`src/rtl/score_pkg.sv`:
```
// ============================================================================
// Module   : score_pkg
// Purpose  : Shared seven-segment constants and scan timing helper for the
//            score display controller.
// Revision : 1.0 - initial release
// ============================================================================
`default_nettype none

package score_pkg;

    localparam logic [6:0] SEG_BLANK = 7'h7F;

    // Active-low {g,f,e,d,c,b,a} patterns for 0..9
    localparam logic [6:0] SEG_DIGIT [0:9] = '{
        7'h40, 7'h79, 7'h24, 7'h30, 7'h19,
        7'h12, 7'h02, 7'h78, 7'h00, 7'h10
    };

    function automatic int dwell_count(input int clk_hz, input int refresh_hz,
                                       input int num_digits);
        int d;
        d = clk_hz / (refresh_hz * num_digits);
        return (d < 1) ? 1 : d;
    endfunction

endpackage

`default_nettype wire

```
`src/rtl/bcd_to_7seg.sv`:
```
// ============================================================================
// Module   : bcd_to_7seg
// Purpose  : Combinational BCD to active-low seven-segment decoder.
// Revision : 1.0 - initial release
// ============================================================================
`default_nettype none

module bcd_to_7seg
    import score_pkg::*;
(
    input  logic [3:0] i_bcd,
    output logic [6:0] o_seg
);

    always_comb begin
        o_seg = SEG_BLANK;
        case (i_bcd)
            4'd0: o_seg = SEG_DIGIT[0];
            4'd1: o_seg = SEG_DIGIT[1];
            4'd2: o_seg = SEG_DIGIT[2];
            4'd3: o_seg = SEG_DIGIT[3];
            4'd4: o_seg = SEG_DIGIT[4];
            4'd5: o_seg = SEG_DIGIT[5];
            4'd6: o_seg = SEG_DIGIT[6];
            4'd7: o_seg = SEG_DIGIT[7];
            4'd8: o_seg = SEG_DIGIT[8];
            4'd9: o_seg = SEG_DIGIT[9];
            default: o_seg = SEG_BLANK;
        endcase
    end

endmodule

`default_nettype wire

```
`src/rtl/score_display_ctrl.sv`:
```
// ============================================================================
// Module   : score_display_ctrl
// Purpose  : N-digit BCD score counter with high-score retention and a
//            multiplexed active-low seven-segment scan driver.
// Revision : 1.0 - initial release
// ============================================================================
`default_nettype none

module score_display_ctrl
    import score_pkg::*;
#(
    parameter int NUM_DIGITS    = 4,
    parameter int CLK_HZ        = 100000000,
    parameter int SCORE_TICK_HZ = 10,
    parameter int REFRESH_HZ    = 1000
) (
    input  logic                    CLK,
    input  logic                    reset,
    input  logic                    run,
    input  logic                    score_clear,
    input  logic                    show_high,
    output logic [4*NUM_DIGITS-1:0] score_bcd,
    output logic [4*NUM_DIGITS-1:0] high_bcd,
    output logic                    new_high,
    output logic                    overflow,
    output logic [NUM_DIGITS-1:0]   anode,
    output logic [6:0]              seg
);

    localparam int c_SCORE_W  = 4 * NUM_DIGITS;
    localparam int c_TICK_DIV = (CLK_HZ / SCORE_TICK_HZ < 1) ? 1 : CLK_HZ / SCORE_TICK_HZ;
    localparam int c_TICK_W   = (c_TICK_DIV > 1) ? $clog2(c_TICK_DIV) : 1;
    localparam int c_DWELL    = dwell_count(CLK_HZ, REFRESH_HZ, NUM_DIGITS);
    localparam int c_DWELL_W  = (c_DWELL > 1) ? $clog2(c_DWELL) : 1;
    localparam int c_IDX_W    = (NUM_DIGITS > 1) ? $clog2(NUM_DIGITS) : 1;

    localparam logic [c_TICK_W-1:0]  c_TICK_LAST  = c_TICK_W'(c_TICK_DIV - 1);
    localparam logic [c_DWELL_W-1:0] c_DWELL_LAST = c_DWELL_W'(c_DWELL - 1);
    localparam logic [c_IDX_W-1:0]   c_IDX_LAST   = c_IDX_W'(NUM_DIGITS - 1);

    logic [c_SCORE_W-1:0]  r_score;
    logic [c_SCORE_W-1:0]  r_high;
    logic                  r_new_high;
    logic                  r_overflow;
    logic                  r_run_d;
    logic [c_TICK_W-1:0]   r_tick_cnt;
    logic [c_DWELL_W-1:0]  r_dwell_cnt;
    logic [c_IDX_W-1:0]    r_scan_idx;
    logic [NUM_DIGITS-1:0] r_anode;
    logic [6:0]            r_seg;

    logic [c_SCORE_W-1:0]  w_score_inc;
    logic                  w_all_nines;
    logic                  w_carry;
    logic                  w_tick;
    logic                  w_run_fall;
    logic [c_SCORE_W-1:0]  w_disp_val;
    logic [3:0]            w_digit;
    logic                  w_blank;
    logic                  w_upper_zero;
    logic [6:0]            w_seg_dec;

    assign w_tick     = run && (r_tick_cnt == c_TICK_LAST);
    assign w_run_fall = r_run_d && !run;

    // Ripple BCD increment; all-nines is detected separately so the score saturates
    always_comb begin
        w_score_inc = r_score;
        w_all_nines = 1'b1;
        w_carry     = 1'b1;
        for (int i = 0; i < NUM_DIGITS; i++) begin
            if (r_score[4*i +: 4] != 4'd9) w_all_nines = 1'b0;
            if (w_carry) begin
                if (r_score[4*i +: 4] == 4'd9) begin
                    w_score_inc[4*i +: 4] = 4'd0;
                end else begin
                    w_score_inc[4*i +: 4] = r_score[4*i +: 4] + 4'd1;
                    w_carry               = 1'b0;
                end
            end
        end
    end

    always_ff @(posedge CLK or negedge reset) begin
        if (!reset) begin
            r_score    <= '0;
            r_high     <= '0;
            r_new_high <= 1'b0;
            r_overflow <= 1'b0;
            r_run_d    <= 1'b0;
            r_tick_cnt <= '0;
        end else begin
            r_run_d    <= run;
            r_new_high <= 1'b0;
            // Compare sees the pre-clear score even when a clear lands on the same edge
            if (w_run_fall && (r_score > r_high)) begin
                r_high     <= r_score;
                r_new_high <= 1'b1;
            end
            if (score_clear) begin
                r_score    <= '0;
                r_overflow <= 1'b0;
                r_tick_cnt <= '0;
            end else if (run) begin
                if (w_tick) begin
                    r_tick_cnt <= '0;
                    if (w_all_nines) r_overflow <= 1'b1;
                    else             r_score    <= w_score_inc;
                end else begin
                    r_tick_cnt <= r_tick_cnt + 1'b1;
                end
            end
        end
    end

    // Select the scanned digit and work out leading-zero blanking from the top down
    always_comb begin
        w_disp_val   = show_high ? r_high : r_score;
        w_digit      = 4'd0;
        w_blank      = 1'b0;
        w_upper_zero = 1'b1;
        for (int i = NUM_DIGITS - 1; i >= 0; i--) begin
            if (w_disp_val[4*i +: 4] != 4'd0) w_upper_zero = 1'b0;
            if (c_IDX_W'(i) == r_scan_idx) begin
                w_digit = w_disp_val[4*i +: 4];
                w_blank = (i != 0) && w_upper_zero;
            end
        end
    end

    bcd_to_7seg u_dec (
        .i_bcd (w_digit),
        .o_seg (w_seg_dec)
    );

    always_ff @(posedge CLK or negedge reset) begin
        if (!reset) begin
            r_dwell_cnt <= '0;
            r_scan_idx  <= '0;
            r_anode     <= '1;
            r_seg       <= SEG_BLANK;
        end else begin
            if (r_dwell_cnt == c_DWELL_LAST) begin
                r_dwell_cnt <= '0;
                r_scan_idx  <= (r_scan_idx == c_IDX_LAST) ? '0 : r_scan_idx + 1'b1;
            end else begin
                r_dwell_cnt <= r_dwell_cnt + 1'b1;
            end
            r_anode <= ~(NUM_DIGITS'(1) << r_scan_idx);
            r_seg   <= w_blank ? SEG_BLANK : w_seg_dec;
        end
    end

    assign score_bcd = r_score;
    assign high_bcd  = r_high;
    assign new_high  = r_new_high;
    assign overflow  = r_overflow;
    assign anode     = r_anode;
    assign seg       = r_seg;

endmodule

`default_nettype wire

```
`config.mk`:
```
export PLATFORM = sky130hd
export DESIGN_NAME = score_display_ctrl
export DESIGN_NICKNAME = d
export VERILOG_FILES = /design/src/rtl/score_pkg.sv /design/src/rtl/bcd_to_7seg.sv /design/src/rtl/score_display_ctrl.sv
export SDC_FILE = /design/constraint.sdc
export NUM_CORES = 1
export LEC_CHECK = 0
export CORE_ASPECT_RATIO = 0.7
export CORE_MARGIN = 5
export CORE_UTILIZATION = 63
export CTS_CLUSTER_SIZE = 20
export DETAILED_ROUTE_END_ITERATION = 8
export PLACE_DENSITY = 0.91
export SETUP_SLACK_MARGIN = 0.05
export SLEW_MARGIN = 20
export SYNTH_ARGS = -nofsm -noshare
export SYNTH_HDL_FRONTEND = slang
export SYNTH_HIERARCHICAL = 1
export SYNTH_SLANG_ARGS = --single-unit
```
`constraint.sdc`:
```
create_clock -name CLK -period 7.8 [get_ports CLK]
set_input_delay 1.17 -clock CLK [delete_from_list [all_inputs] [get_ports CLK]]
set_output_delay 1.17 -clock CLK [all_outputs]
set_load 0.05 [all_outputs]
```
# Yosys cells after proc, flatten, opt, wreduce, memory -nomap -nowiden
# Memory sizes are Yosys's and may differ from the RTL's.
# Cells that the tools add are included.
# W data, S select, Z words.
op_classes:
  addsub: 7
  magnitude_cmp: 1
  eq_ne: 15
  shifts: 1
  muxes: 43
  bitwise: 1
  n_reduce_logical: 19
op_table:
  columns: ["op", "count"]
  rows:
  - ["$mux W16", 5]
  - ["$mux W24", 3]
  - ["$mux W4", 11]
  - ["$add A24 B1 Y24 const B", 1]
  - ["$eq A24 B24 Y1 const B", 1]
  - ["$mux W1", 21]
  - ["$add A4 B1 Y4 const B", 4]
  - ["$eq A4 B4 Y1 const B", 4]
  - ["$gt A16 B16 Y1", 1]
  - ["$ne A4 B4 Y1 const B", 4]
  - ["$add A15 B1 Y15 const B", 1]
  - ["$eq A15 B15 Y1 const B", 1]
  - ["$mux W15", 1]
  - ["$reduce_and A4 Y1", 3]
  - ["$reduce_bool A2 Y1", 6]
  - ["$reduce_bool A4 Y1", 3]
  - ["$mux W7", 1]
  - ["$reduce_and A3 Y1", 2]
  - ["$eq A2 B2 Y1 const A", 2]
  - ["$not A4 Y4", 1]
  - ["$shl A1 B2 Y4 const A", 1]
  - ["$logic_and A1 B1 Y1", 3]
  - ["$add A2 B1 Y2 const B", 1]
  - ["$eq A1 B2 Y1 const A", 1]
  - ["other kinds (5)", 5]
word_totals:
  reg_bits: 87
  romBits: 112
  in_bits: 5
  out_inout_bits: 45
  wordCells: 101
  n_memories: 1
mem_list:
  columns: ["name", "words", "width", "read_ports", "rd_ports_with_merged_regs", "write_ports", "line_no", "text"]
  rows:
  - ["(name not given)", 16, 7, 1, 0, 0, "bcd_to_7seg.sv:17", "case (i_bcd)"]

# Longest topological paths before layout
depth:
  word_depth: 9
  mapped_depth: 14
  ltp_nobuf: 13

# Cells and area by module
# Netlist, hierarchy kept.
by_module_without_submodules:
  columns: ["mod", "instances", "cells_each", "area_per_inst_um2", "seq_area_each_um2"]
  rows:
  - ["score_display_ctrl", 1, 559, 5211.2, 2190.9]
  - ["bcd_to_7seg", 1, 33, 210.2, 0.0]

# Worst setup path after synthesis
# No wires, ideal clock.
synth_path:
  kind: "input to register"
  start: "in show_high"
  end: "reg r_seg[3], in the netlist seg[3]"
  setup_ns: 0.084
  arrival_ns: 3.431
  required_time_ns: 7.716
  slack_ns: 4.285
  cell_stages: 13
  path_buffers: 2
  path_cell_list: "clkbuf_1 buf_2 mux2_2 a221oi_1 a21oi_1 nor2_1 a21oi_1 inv_1 ha_1 or2_1 a21oi_2 a31oi_1 or2_2"
synth_between:
  word_cells_on_any_way: 17
  classes_between: "mux (13); reduce/logical (3); memory (1)"
synth_lines:
  columns: ["element", "line_no", "text"]
  rows:
  - ["start, declared", "score_display_ctrl.sv:21", "input logic show_high,"]
  - ["$mux W16 (*)", "score_display_ctrl.sv:118", "w_disp_val = show_high ? r_high : r_score;"]
  - ["$mux W4 (3 in a row)", "score_display_ctrl.sv:124", "if (c_IDX_W'(i) == r_scan_idx) begin"]
  - ["$mux W4 (*)", "score_display_ctrl.sv:124", null]
  - ["via w_digit[1]", "score_display_ctrl.sv:58", "logic [3:0] w_digit;"]
  - ["$mem_v2 Z16 W7 (*)", null, null]
  - ["via w_seg_dec[3]", "score_display_ctrl.sv:61", "logic [6:0] w_seg_dec;"]
  - ["$mux W7 (*)", "score_display_ctrl.sv:150", "r_seg <= w_blank ? SEG_BLANK : w_seg_dec;"]
  - ["end signal, assigned", "score_display_ctrl.sv:150", null]
  - ["end, declared", "score_display_ctrl.sv:50", "logic [6:0] r_seg;"]
# Mark *: on every way through the listed nets, which the timed path passes. The rest lies on a longest branch.
# A chain may end at the register's enable or synchronous reset.

# Worst setup path in the final report
# Ends and elaborated chain as after synthesis.

==> key figures <==
Clock tree
  • Reg clk slew, reported paths: 0.06 ns
  • CTS tree: yes
  • Total CTS buffers: 9
  • Post-cts sizing count: 0
  • Clock buffer depth: 2
  • Clock root buffer: clkbuf_16
  • Htree depth: 3
  • Clk Latency, worst-skew pair: 0.34 ns
  • Num Clock Sinks: 87
  • Cts hold-fix bufs: 0
  • Post-CTS Setup Bufs: 0

Synth
  • Post-Syn Instances: 592
  • Syn_area_per_cell: 9.16 µm²
  • Synthesized Nets: 632
  • Synthesized area: 5420 µm²
  • Yosys cell types: 63
  • EDFF count, synth: 0
  • Most used DFF post-synth: dfrtp_1
  • Synth Warn #: 6
  • Asr flop ratio synth: 100%
  • Ranking of synthesized cells by area: dfrtp_1 (35%), ha_1 (8.1%), dfstp_2 (5.3%)
  • Largest area contributor in the netlist: dfrtp_1
  • Synth Register Bits: 87
  • Sequential share of the synthesized area: 40.4%
  • Share of the synthesized area in the top cell type: 35.1%

Detailed routing
  • Routed WL: 13700 µm
  • DR DRC count: 0
  • Final ANT Viol Nets: 0
  • Routed len/inst: 18.5 µm
  • Vias: 4850
  • Initial DRC count: 642
  • Initial DRT Pass Iterations: 5
  • Vias per cell: 6.56

Power and ir drop
  • Peak VDD IR: 106 µV
  • Standby leakage power: 2.67 nW
  • Pint: 801 µW
  • Logic pwr share: 19.7%
  • Sw power: 357 µW
  • Clock network power share: 35.7%
  • Total power: 1.16 mW
  • Flop pwr share: 44.5%
  • Net Sw Frac: 30.8%
  • Pwr Density: 185 nW/µm²

Timing
  • Max-Slew Margin vs Limit: 27.2%
  • Max Transition Viols Final: 0
  • Setup Skew: 0.00576 ns
  • Final Hold Viols: 0
  • Max Freq: 243 MHz
  • Crit share post-route: 52.7%
  • TNS Setup: 0 ns
  • Slew @ Worst Pin: 1.09 ns
  • RSZ-0062 raised after global routing: no
  • Final setup vio count: 0
  • Post-layout min period: 4.11 ns

Worst setup path
  • Crit-path cells: clkdlybuf4s50_1 > mux2_2 > a221oi_1 > a21oi_1 > nor2_1 > a21oi_1 > ha_1 > or2_1 > a21oi_2 > a31oi_1 > or2_2
  • CP Class: in2reg
  • Endpoint class of the critical path: register
  • Startpoint Class: input pin
  • CP required: 8.06 ns
  • Worst EP arrival: 4.37 ns
  • Slowest CP cell: clkdlybuf4s50_1
  • CP max FO: 22
  • Max incr delay on CP: 1.07 ns
  • CP most frequent cell: a21oi_1

Placement
  • Port Buffers: 49
  • Detailed Place HPWL: 9510 µm
  • Gpl congestion: 0.924
  • Placed insts: 724

Final layout
  • Antenna Cells: 0
  • Non-Filler Instances: 739
  • Final Core Density: 74.3%
  • Share of cells above drive strength 1: 8.83%
  • Final #Nets: 670
  • Filler instances: 588
  • Commonest non-fill, non-tap cells in the layout: dfrtp_1 (76), nor2_1 (61), clkdlybuf4s50_1 (48)
  • Most common cell after layout, fill and taps aside: dfrtp_1
  • P&R area growth vs syn: 15.2%

Floorplanning
  • Core box area: 8410 µm²
  • Site Rows: 28
  • Die ar.: 10600 µm²
  • Die height: 87.6 µm
  • Ports: 50
  • DIE WIDTH: 121 µm
  • Initial Util: 64.5%

Global route
  • GRT Util Overall: 27.0%
  • First-pass GRT wire length: 23000 µm
  • Vias in the first global route: 4595
  • Total gr overflow: 0
  • Largest net degree at the start of global routing: 88
  • Initial antenna violation count: 0

Hold path
  • Hold Crit Class: reg2reg

Outcome
  • Status: complete, no violations

Job
  • Max-cap violations: 0
cell families (layout without fill, tap and decap cells):
logic type	after synthesis	after routing	synth area share (%)
AND/OR/NAND/NOR	240	240	24.1
multiplexers	17	17	3.44
AO/OA/AOI/OAI	124	124	14.7
XOR/XNOR	31	31	5.01
adder cells (fa/ha/maj)	35	35	8.08
flip-flops	87	87	40.4
buffers and inverters	58	100	4.27
power groups by stage:
stage          sequential, mW  clock, mW  combinational (mW)
6_report                0.515      0.414               0.229
5_1_grt                 0.520      0.441               0.247
4_1_cts                 0.513      0.422               0.228
3_5_place_dp            0.521          0               0.227
3_3_place_gp            0.519          0               0.219
2_1_floorplan           0.577          0              0.0901
synth_stat cells, drive strengths merged (16+ instances only):
library cell / instances
clkbuf: 18
dfrtp: 76
nor2: 61
o21ai: 47
xor2: 19
nand3: 28
a32oi: 16
inv: 33
nor4: 22
ha: 35
a21oi: 26
nand2: 38
critical path: cells and delay by family:
kind / cells / cell delay, ns
AOI/OAI and AO/OA: 5 / 0.76
adders and majority gates: 1 / 0.26
muxes: 1 / 0.43
and+or+nand+nor: 3 / 0.68
buffers and inverters: 1 / 1.07
stage by stage:
| step | hold WS [ns] | worst slack [ns] | instance area [µm²] |
|---|---|---|---|
| finish | 0.489 | 3.69 | 6240 |
| global route | 0.506 | 3.50 | 6240 |
| CTS | 0.488 | 3.74 | 6230 |
| detailed placement | 0.480 | 3.40 | 5950 |
| global placement | 0.466 | 3.57 | 5950 |
| floorplan | 0.455 | 4.28 | 5420 |
flip-flops by register name, indices dropped and copies added (netlist names), 2 cells and up:
| name | cells |
|---|---|
| r_scan_idx | 2 |
| high_bcd | 16 |
| r_tick_cnt | 24 |
| seg | 7 |
| score_bcd | 16 |
| r_dwell_cnt | 15 |
| anode | 4 |
metal layers:
metal  vias to the layer above  global-route usage [%]  share of wire (%)
li1                       2232                       -                  -
met1                      2338                    36.9                 43
met2                       249                    41.9                 45
met3                        31                    7.23                9.2
met4                         0                    9.88                2.3
met5                         -                       0                  0
layout make-up:
type,count,area (µm²),share of cell area (%)
Tap cell,105,131,2.10
Sequential cell,87,2190,35.1
Inverter,34,128,2.04
Timing Repair Buffer,51,507,8.12
Multi-Input combinational cell,447,3010,48.2
Clock inverter,4,47.5,0.762
Clock buffer,11,233,3.73
final timing paths:
path | startpoint | end | cells past startpoint | slack, ns
max in group asynchronous | reset | high_bcd[3] | 1 | 6.37
min reg2reg | r_dwell_cnt[0] | r_dwell_cnt[0] | 1 | 0.49
min | r_dwell_cnt[0] | r_dwell_cnt[0] | 1 | 0.49
max reg2reg | high_bcd[13] | high_bcd[0] | 7 | 4.72
min in group asynchronous | reset | r_tick_cnt[7] | 1 | 0.86
max | show_high | seg[3] | 11 | 3.69
No activity file was read; power rests on OpenSTA's default activity.
